## src/rtl/morse_keyer.sv

```systemverilog
// morse_keyer: conditions a raw mechanical Morse key into clean symbol events.
// Chain: two-flop synchroniser -> debouncer -> press timer (dot/dash) ->
// gap timer (letter/word close). Event outputs are decoded from registered
// state, so they are single-cycle and read 0 in the first cycle after reset.
module morse_keyer #(
  parameter int DEBOUNCE_CYCLES = 500000,
  parameter int DASH_MIN        = 15000000,
  parameter int LETTER_GAP      = 15000000,
  parameter int WORD_GAP        = 35000000,
  parameter int MAX_SYMBOLS     = 5
) (
  input  logic       clk,
  input  logic       reset,
  input  logic       key_in,
  output logic       key_level,
  output logic       dot_pulse,
  output logic       dash_pulse,
  output logic       letter_end,
  output logic       word_end,
  output logic [2:0] sym_count
);

  // Press and gap timers share one width; both saturate rather than wrap.
  localparam int CW = $clog2(WORD_GAP + 1);
  localparam int DW = $clog2(DEBOUNCE_CYCLES + 1);

  localparam logic [CW-1:0] CNT_ONE    = CW'(1);
  localparam logic [CW-1:0] DASH_MIN_C = CW'(DASH_MIN);
  localparam logic [CW-1:0] WORD_GAP_C = CW'(WORD_GAP);
  // gap_cnt is 0 in the cycle after the symbol pulse, so "N cycles after the
  // pulse" corresponds to gap_cnt == N-1.
  localparam logic [CW-1:0] LG_LAST    = CW'(LETTER_GAP - 1);
  localparam logic [CW-1:0] WG_LAST    = CW'(WORD_GAP - 1);
  localparam logic [DW-1:0] DB_ONE     = DW'(1);
  localparam logic [DW-1:0] DB_LAST    = DW'(DEBOUNCE_CYCLES - 1);
  localparam logic [2:0]    MAX_SYM_C  = 3'(MAX_SYMBOLS);
  localparam logic [2:0]    SYM_ONE    = 3'd1;

  typedef enum logic [1:0] {
    IDLE  = 2'd0,
    PRESS = 2'd1,
    GAP   = 2'd2
  } state_t;

  logic          sync_1_reg;
  logic          sync_2_reg;
  logic [DW-1:0] db_cnt_reg;
  logic          key_level_reg;

  state_t        state_reg, state_next;
  logic [CW-1:0] press_cnt_reg, press_cnt_next;
  logic [CW-1:0] gap_cnt_reg, gap_cnt_next;
  logic [2:0]    sym_count_reg, sym_count_next;
  logic          letter_done_reg, letter_done_next;

  // Two-flop synchroniser for the asynchronous key input.
  always_ff @(posedge clk or posedge reset) begin
    if (reset) begin
      sync_1_reg <= 1'b0;
      sync_2_reg <= 1'b0;
    end else begin
      sync_1_reg <= key_in;
      sync_2_reg <= sync_1_reg;
    end
  end

  // Debouncer: level flips on the DEBOUNCE_CYCLES-th consecutive disagreeing
  // sample; any agreeing sample restarts the run.
  always_ff @(posedge clk or posedge reset) begin
    if (reset) begin
      db_cnt_reg    <= '0;
      key_level_reg <= 1'b0;
    end else if (sync_2_reg == key_level_reg) begin
      db_cnt_reg <= '0;
    end else if (db_cnt_reg == DB_LAST) begin
      db_cnt_reg    <= '0;
      key_level_reg <= ~key_level_reg;
    end else begin
      db_cnt_reg <= db_cnt_reg + DB_ONE;
    end
  end

  // FSM and timer state register.
  always_ff @(posedge clk or posedge reset) begin
    if (reset) begin
      state_reg       <= IDLE;
      press_cnt_reg   <= '0;
      gap_cnt_reg     <= '0;
      sym_count_reg   <= '0;
      letter_done_reg <= 1'b0;
    end else begin
      state_reg       <= state_next;
      press_cnt_reg   <= press_cnt_next;
      gap_cnt_reg     <= gap_cnt_next;
      sym_count_reg   <= sym_count_next;
      letter_done_reg <= letter_done_next;
    end
  end

  // Next-state and event decode. In IDLE/GAP a high key_level can only mean a
  // fresh press, because PRESS is left only once the level has dropped.
  always_comb begin
    state_next       = state_reg;
    press_cnt_next   = press_cnt_reg;
    gap_cnt_next     = gap_cnt_reg;
    sym_count_next   = sym_count_reg;
    letter_done_next = letter_done_reg;
    dot_pulse        = 1'b0;
    dash_pulse       = 1'b0;
    letter_end       = 1'b0;
    word_end         = 1'b0;

    case (state_reg)
      IDLE: begin
        if (key_level_reg) begin
          state_next       = PRESS;
          press_cnt_next   = CNT_ONE;
          letter_done_next = 1'b0;
        end
      end

      PRESS: begin
        if (key_level_reg) begin
          if (press_cnt_reg < DASH_MIN_C) begin
            press_cnt_next = press_cnt_reg + CNT_ONE;
          end
        end else begin
          if (press_cnt_reg < DASH_MIN_C) begin
            dot_pulse = 1'b1;
          end else begin
            dash_pulse = 1'b1;
          end
          sym_count_next = sym_count_reg + SYM_ONE;
          gap_cnt_next   = '0;
          state_next     = GAP;
        end
      end

      GAP: begin
        if (gap_cnt_reg < WORD_GAP_C) begin
          gap_cnt_next = gap_cnt_reg + CNT_ONE;
        end
        // A full letter closes immediately; the gap-timed close is then
        // suppressed for the rest of this gap.
        if (sym_count_reg == MAX_SYM_C) begin
          letter_end       = 1'b1;
          sym_count_next   = '0;
          letter_done_next = 1'b1;
        end else if (gap_cnt_reg == LG_LAST && sym_count_reg != 3'd0 &&
                     !letter_done_reg) begin
          letter_end     = 1'b1;
          sym_count_next = '0;
        end
        if (gap_cnt_reg == WG_LAST) begin
          word_end   = 1'b1;
          state_next = IDLE;
        end
        // A new press abandons the gap; an unclosed letter stays open.
        if (key_level_reg) begin
          state_next       = PRESS;
          press_cnt_next   = CNT_ONE;
          letter_done_next = 1'b0;
        end
      end

      default: begin
        state_next = IDLE;
      end
    endcase
  end

  assign key_level = key_level_reg;
  assign sym_count = sym_count_reg;

endmodule

```

## config.mk

```make
export PLATFORM = sky130hd
export DESIGN_NAME = morse_keyer
export DESIGN_NICKNAME = d
export VERILOG_FILES = /design/src/rtl/morse_keyer.sv
export SDC_FILE = /design/constraint.sdc
export NUM_CORES = 1
export LEC_CHECK = 0
export ABC_AREA = 0
export CORE_MARGIN = 8
export CORE_UTILIZATION = 30
export DETAILED_ROUTE_END_ITERATION = 12
export GPL_TIMING_DRIVEN = 1
export PLACE_DENSITY_LB_ADDON = 0.12
export SLEW_MARGIN = 20
export SYNTH_ARGS = -nofsm -noshare
export SYNTH_HDL_FRONTEND = slang
export SYNTH_SLANG_ARGS = --single-unit
export TNS_END_PERCENT = 10
```

## constraint.sdc

```tcl
create_clock -name clk -period 3.9 [get_ports clk]
set_clock_uncertainty 0.15 [all_clocks]
set_input_delay 0.78 -clock clk [delete_from_list [all_inputs] [get_ports clk]]
set_output_delay 0.78 -clock clk [all_outputs]
set_load 0.02 [all_outputs]
```

==> results of run 1 <==
==> cells in the final DEF (no fill, tap or decap), types with 13 or more instances in the layout <==
cell type	n
dfrtp_1	80
nand2_1	64
nor2_1	60
nand3_1	35
nand4_1	20
a21oi_1	18
and3_1	17
nor3_1	15
inv_1	14
a31oi_1	13
xnor2_1	13
==> cells by family (layout without fill, tap and decap cells) <==
kind of cell | after synthesis | after routing
adders and majority gates | 6 | 6
muxes | 6 | 6
xor gates and xnor gates | 23 | 23
buffers and inverters | 41 | 48
AOI/OAI and AO/OA | 102 | 102
DFF | 80 | 80
and+or+nand+nor | 272 | 272
==> metal layers <==
metal  track usage (%)  share of wire, %
met5                 0                 0
met4              3.45              0.94
met3              3.53               4.8
met2              19.4                45
met1              17.2                49
==> power by group through the flow <==
| stage | Clock (uW) | Sequential, uW | Combinational [uW] |
|---|---|---|---|
| 2_1_floorplan | 0 | 851 | 19.6 |
| 3_3_place_gp | 0 | 852 | 31.8 |
| 3_5_place_dp | 0 | 852 | 32.3 |
| 4_1_cts | 948 | 836 | 32.5 |
| 5_1_grt | 979 | 836 | 36.1 |
| 6_report | 919 | 837 | 29.9 |
==> synth_stat cells, drive strengths merged (4+ instances only) <==
| cell | instances | area, um^2 |
|---|---|---|
| dfrtp | 80 | 2000 |
| nand2 | 64 | 240 |
| nor2 | 60 | 225 |
| nand3 | 35 | 175 |
| a21oi | 27 | 169 |
| clkbuf | 20 | 95.1 |
| nand4 | 20 | 125 |
| and3 | 19 | 121 |
| inv | 15 | 56.3 |
| nor3 | 15 | 75.1 |
| a31oi | 13 | 81.3 |
| nor4 | 13 | 87.6 |
| o21ai | 13 | 68.8 |
| xnor2 | 13 | 114 |
| xor2 | 10 | 87.6 |
| or3 | 9 | 56.3 |
| or4 | 8 | 71.3 |
| and4 | 7 | 61.3 |
| a21o | 6 | 45.0 |
| and2 | 6 | 37.5 |
| buf | 6 | 51.3 |
| ha | 6 | 75.1 |
| mux2i | 5 | 50.1 |
| o311ai | 5 | 43.8 |
| or2 | 5 | 31.3 |
| a211o | 4 | 35.0 |
| a41o | 4 | 40.0 |
| o31ai | 4 | 30.0 |
==> cell type report <==
| type | count | area (um^2) |
|---|---|---|
| fill | 1636 | 10300 |
| tap | 216 | 270 |
| clock inverter | 5 | 81.3 |
| inverter | 15 | 57.6 |
| clock buffer | 11 | 233 |
| timing repair buffer | 17 | 165 |
| multi-input combinational | 409 | 2510 |
| sequential | 80 | 2000 |
==> worst paths after layout <==
path / end / slack (ns) / depth (start not counted)
setup / recovery: letter_end / 0.08 / 6
hold / removal: sync_2_reg$_DFF_PP0_ / 0.20 / 0
setup reg to reg: gap_cnt_reg[18]$_DFFE_PP0P_ / 1.06 / 5
hold reg to reg: sync_2_reg$_DFF_PP0_ / 0.20 / 0
max in group asynchronous: press_cnt_reg[13]$_DFFE_PP0P_ / 2.23 / 3
min in group asynchronous: db_cnt_reg[10]$_DFF_PP0_ / 0.69 / 2
==> metrics by stage <==
stage	util, %	instance area [um^2]
final	34.1	5320
after global routing	34.1	5320
after CTS	34.1	5320
after global placement	32.1	5010
after floorplan	-	4710
after detailed placement	32.1	5010
==> critical path, stage by stage, from the launching register on <==
cell and delay (ns):
dfrtp_1 0.40, ha_1 0.23, nand2_1 0.12, nor4_1 0.55, nand4_1 0.19, a21oi_1 0.36, clkdlybuf4s50_1 0.68
==> results_dict.tcl, run 1 <==
set metrics [dict create \
    outcome "completed" \
    tritoncts "done" \
    synth_top_family_by_area "simple AND/OR/NAND/NOR gates" \
    layoutNonFillerInstCount 753 \
    grt_pass1_wl_mm 20.2 \
    rows 46 \
    drive_gt1_share_pct 9.68 \
    drc 0 \
    rsz0062_at_grt "no" \
    avgRoutedWirePerCell_um 16.1 \
    die_y_um 141 \
    ctsRootBufferMaster "clkbuf_16" \
    clock_latency_ns 0.35 \
    criticalPathCategory "reg2out" \
    rr_startpoint "gap_cnt_reg[21]$_DFFE_PP0P_" \
    finalPower_uw 1790 \
    syn_inst 530 \
    drv_slew 0 \
    die_w_um 141 \
    synth_area_um2 4710 \
    synthFlopType "dfrtp_1" \
    worst_pin_slew_ns 0.833 \
    critPathMaxFanout 4 \
    ys_seq_elements 80 \
    die-area_um2 20000 \
    synth_compound_area_share_pct 16.3 \
    routed-via-count 4037 \
    synth-xor-area-share_pct 4.27 \
    hold_buffers 0 \
    drt_iter0_markers 327 \
    maxSlewHeadroom_pct 44.5 \
    htree_num_levels 3 \
    p_leak_uw 0.00218 \
    cp-end-kind "output pin" \
    synthArstFlopShare_pct 100 \
    hold_class "reg2reg" \
    cts_buffer_depth 2 \
    required_ns 2.97 \
    syn_avg_cell_area_um2 8.89 \
    cts_resized 0 \
    setup_violations 0 \
    place_congestion 0.809 \
    portBuffers 10 \
    cp-start-kind "register" \
    setup_tns_ns 0 \
    fin_crit_ns 3.82 \
    gr-usage-all-layers_pct 12.7 \
    power_switching_uw 383 \
    dp.cells 737 \
    worstHoldStart "sync_1_reg$_DFF_PP0_" \
    maxCapViolCount 0 \
    synth_seq_area_share_pct 42.5 \
    grt_max_degree 45 \
    grt_overflow 0 \
    ys_warn_count 0 \
    area_growth_pct 13.0 \
    coreArea_um2 15600 \
    p_seq_share_pct 46.9 \
    clkPwrFrac_pct 51.5 \
    cts_sinks 80 \
    drtAntennaViolNets 0 \
    hold-worst-slack_ns 0.204 \
    diodes 0 \
    intPower_uw 1400 \
    first_global_vias 3887 \
    critPathArrivalTime_ns 2.89 \
    hold_viol_final 0 \
    ir_drop_mv 0.210 \
    synth_simple_gate_area_share_pct 29.8 \
    synth_cell_type_count 65 \
    initial_core_util_pct 30.2 \
    dp_hpwl_mm 8.21 \
    crit_path_start "gap_cnt_reg[0]$_DFFE_PP0P_" \
    fin_ws_ns 0.0800 \
    numCtsBuffers 9 \
    synthAdderAreaFrac_pct 1.59 \
    pre_cts_ws_ns 0.531 \
    routed_wl_mm 12.1 \
    drt_first_pass_iters 5 \
    swShare_pct 21.5 \
    synth_mux_area_share_pct 1.30 \
    pwr-share-comb_pct 1.7 \
    power_density_nw_per_um2 335 \
    synth-edff-count 0 \
    fin_crit_sh_pct 97.9 \
    synth_nets 539 \
    layout.nets 541 \
    viasPerCell 5.36 \
    max_freq_ghz 0.262 \
    cts_setup_buffers 0 \
    path_clk_slew_ns 0.06 \
    ios 11 \
    antenna_found_initial 0 \
]
(Power assumes the default switching activity.)
==> run 2: changes to the inputs <==
--- a/config.mk
+++ b/config.mk
@@ -9,6 +9,7 @@
 export CORE_MARGIN = 8
 export CORE_UTILIZATION = 30
 export DETAILED_ROUTE_END_ITERATION = 12
+export GPL_ROUTABILITY_DRIVEN = 0
 export GPL_TIMING_DRIVEN = 1
 export PLACE_DENSITY_LB_ADDON = 0.12
 export SLEW_MARGIN = 20
==> results of run 2 <==
Final layout, timing and power as in run 1 (identical DEF).
==> run 3: changes to the inputs <==
--- a/config.mk
+++ b/config.mk
@@ -6,11 +6,13 @@
 export NUM_CORES = 1
 export LEC_CHECK = 0
 export ABC_AREA = 0
+export CAP_MARGIN = 20
 export CORE_MARGIN = 8
 export CORE_UTILIZATION = 30
 export DETAILED_ROUTE_END_ITERATION = 12
 export GPL_ROUTABILITY_DRIVEN = 0
 export GPL_TIMING_DRIVEN = 1
+export MAX_ROUTING_LAYER = met4
 export PLACE_DENSITY_LB_ADDON = 0.12
 export SLEW_MARGIN = 20
 export SYNTH_ARGS = -nofsm -noshare
==> run 3 against run 2 <==
Net effect: sequential share of layout area unchanged; global-route usage is 0.36 points higher; core utilization did not move; die area is the same; via count fell by 0.92%; final cell count unchanged; critical path type unchanged; critical endpoint unchanged; highest routed layer unchanged.
==> results_dict.tcl, run 3 (same netlist as run 1, synthesis figures left out) <==
set metrics [dict create \
    outcome "completed" \
    cp-start-kind "register" \
    ctsRootBufferMaster "clkbuf_16" \
    numCtsBuffers 9 \
    hold_buffers 0 \
    setup_violations 0 \
    highest_layer "met4" \
    criticalPathCategory "reg2out" \
    first_global_vias 3881 \
    drt-met1-wl_mm 5.99 \
    cts_resized 0 \
    hold_viol_final 0 \
    final_common_cell "dfrtp_1" \
    rsz0062_at_grt "no" \
    setup_tns_ns 0 \
    fin_crit_sh_pct 97.9 \
    critPathMaxFanout 4 \
    rows 46 \
    cp-end-kind "output pin" \
    die_y_um 141 \
    antenna_found_initial 0 \
    drt_first_pass_iters 5 \
    p_leak_uw 0.00218 \
    path_clk_slew_ns 0.06 \
    cts_setup_buffers 0 \
    pre_cts_ws_ns 0.531 \
    drive_gt1_share_pct 9.68 \
    cts_buffer_depth 2 \
    clock_latency_ns 0.35 \
    routed-via-count 4000 \
    layout.nets 541 \
    drc 0 \
    met3WireLength_um 496 \
    diodes 0 \
    worst_pin_slew_ns 0.830 \
    dr_wl_met2_mm 5.48 \
    hold_class "reg2reg" \
    die-area_um2 20000 \
    ios 11 \
    fill_cells 1636 \
    coreArea_um2 15600 \
    htree_num_levels 3 \
    layoutNonFillerInstCount 753 \
    area_growth_pct 13.0 \
    ir_drop_mv 0.211 \
    maxSlewHeadroom_pct 44.7 \
    drt_iter0_markers 337 \
    max_freq_ghz 0.262 \
    grt_pass1_wl_mm 20.2 \
    tritoncts "done" \
    cts_sinks 80 \
    portBuffers 10 \
    required_ns 2.97 \
    gr-usage-all-layers_pct 13.0 \
    grt_max_degree 45 \
    fin_crit_ns 3.82 \
    routed_wl_mm 12.1 \
    most-common-layout-cells "80 x dfrtp_1, 64 x nand2_1, 60 x nor2_1, 35 x nand3_1, 20 x nand4_1" \
    drv_slew 0 \
    power_density_nw_per_um2 335 \
    viasPerCell 5.31 \
    dp_hpwl_mm 8.21 \
    critPathArrivalTime_ns 2.89 \
    fin_ws_ns 0.0813 \
    die_w_um 141 \
    grt_overflow 0 \
    initial_core_util_pct 30.2 \
    dp.cells 737 \
    drtAntennaViolNets 0 \
    avgRoutedWirePerCell_um 16.1 \
    maxCapViolCount 0 \
]
==> run 3: cell counts in the layout (fill, tap and decap cells not counted) <==
No cell type changed its count.
==> run 3: cell type report <==
| type | instances | area (um^2) | share of cell area [%] |
|---|---|---|---|
| clock buffers | 11 | 233 | 4.37 |
| clock inverters | 5 | 81.3 | 1.53 |
| inverters | 15 | 57.6 | 1.08 |
| multi-input cells | 409 | 2510 | 47.2 |
| flip-flops and latches | 80 | 2000 | 37.6 |
| well taps | 216 | 270 | 5.08 |
| repair buffers | 17 | 165 | 3.10 |
==> run 3: power by group <==
group / internal, uW / switching [uW] / leakage, uW
registers: 833 / 3.23 / 0.00111
clock network: 561 / 355 / 0.000150
logic: 7.15 / 22.7 / 0.000921
total: 1400 / 381 / 0.00218
==> run 3: path summary, 6_finish.rpt <==
path,start,end,slack (ns),cells past startpoint
worst min-delay path,sync_1_reg$_DFF_PP0_,sync_2_reg$_DFF_PP0_,0.21,0
worst max-delay path,gap_cnt_reg[0]$_DFFE_PP0P_,letter_end,0.08,6
min in group asynchronous,reset,db_cnt_reg[10]$_DFF_PP0_,0.69,2
worst max register to register,gap_cnt_reg[21]$_DFFE_PP0P_,gap_cnt_reg[18]$_DFFE_PP0P_,1.07,5
max in group asynchronous,reset,press_cnt_reg[13]$_DFFE_PP0P_,2.24,3
worst min register to register,sync_1_reg$_DFF_PP0_,sync_2_reg$_DFF_PP0_,0.21,0
==> run 3: layer usage <==
layer | up-vias | GRT usage (%)
met5 | - | -
met4 | 0 | 3.45
met3 | 13 | 3.53
met2 | 67 | 19.4
met1 | 1970 | 17.2
li1 | 1950 | -
==> run 3: stage by stage <==
stage	hold slack (ns)	util, %	power, uW	area, um^2
2_1_floorplan	0.181	-	871	4710
3_3_place_gp	0.193	32.1	884	5010
3_5_place_dp	0.185	32.1	884	5010
4_1_cts	0.211	34.1	1820	5320
5_1_grt	0.216	34.1	1850	5320
6_report	0.205	34.1	1780	5320
==> run 3: worst max-delay path, cell delays in order (launching register included) <==
cell             delay, ns
dfrtp_1               0.40
ha_1                  0.23
nand2_1               0.12
nor4_1                0.55
nand4_1               0.19
a21oi_1               0.36
clkdlybuf4s50_1       0.68
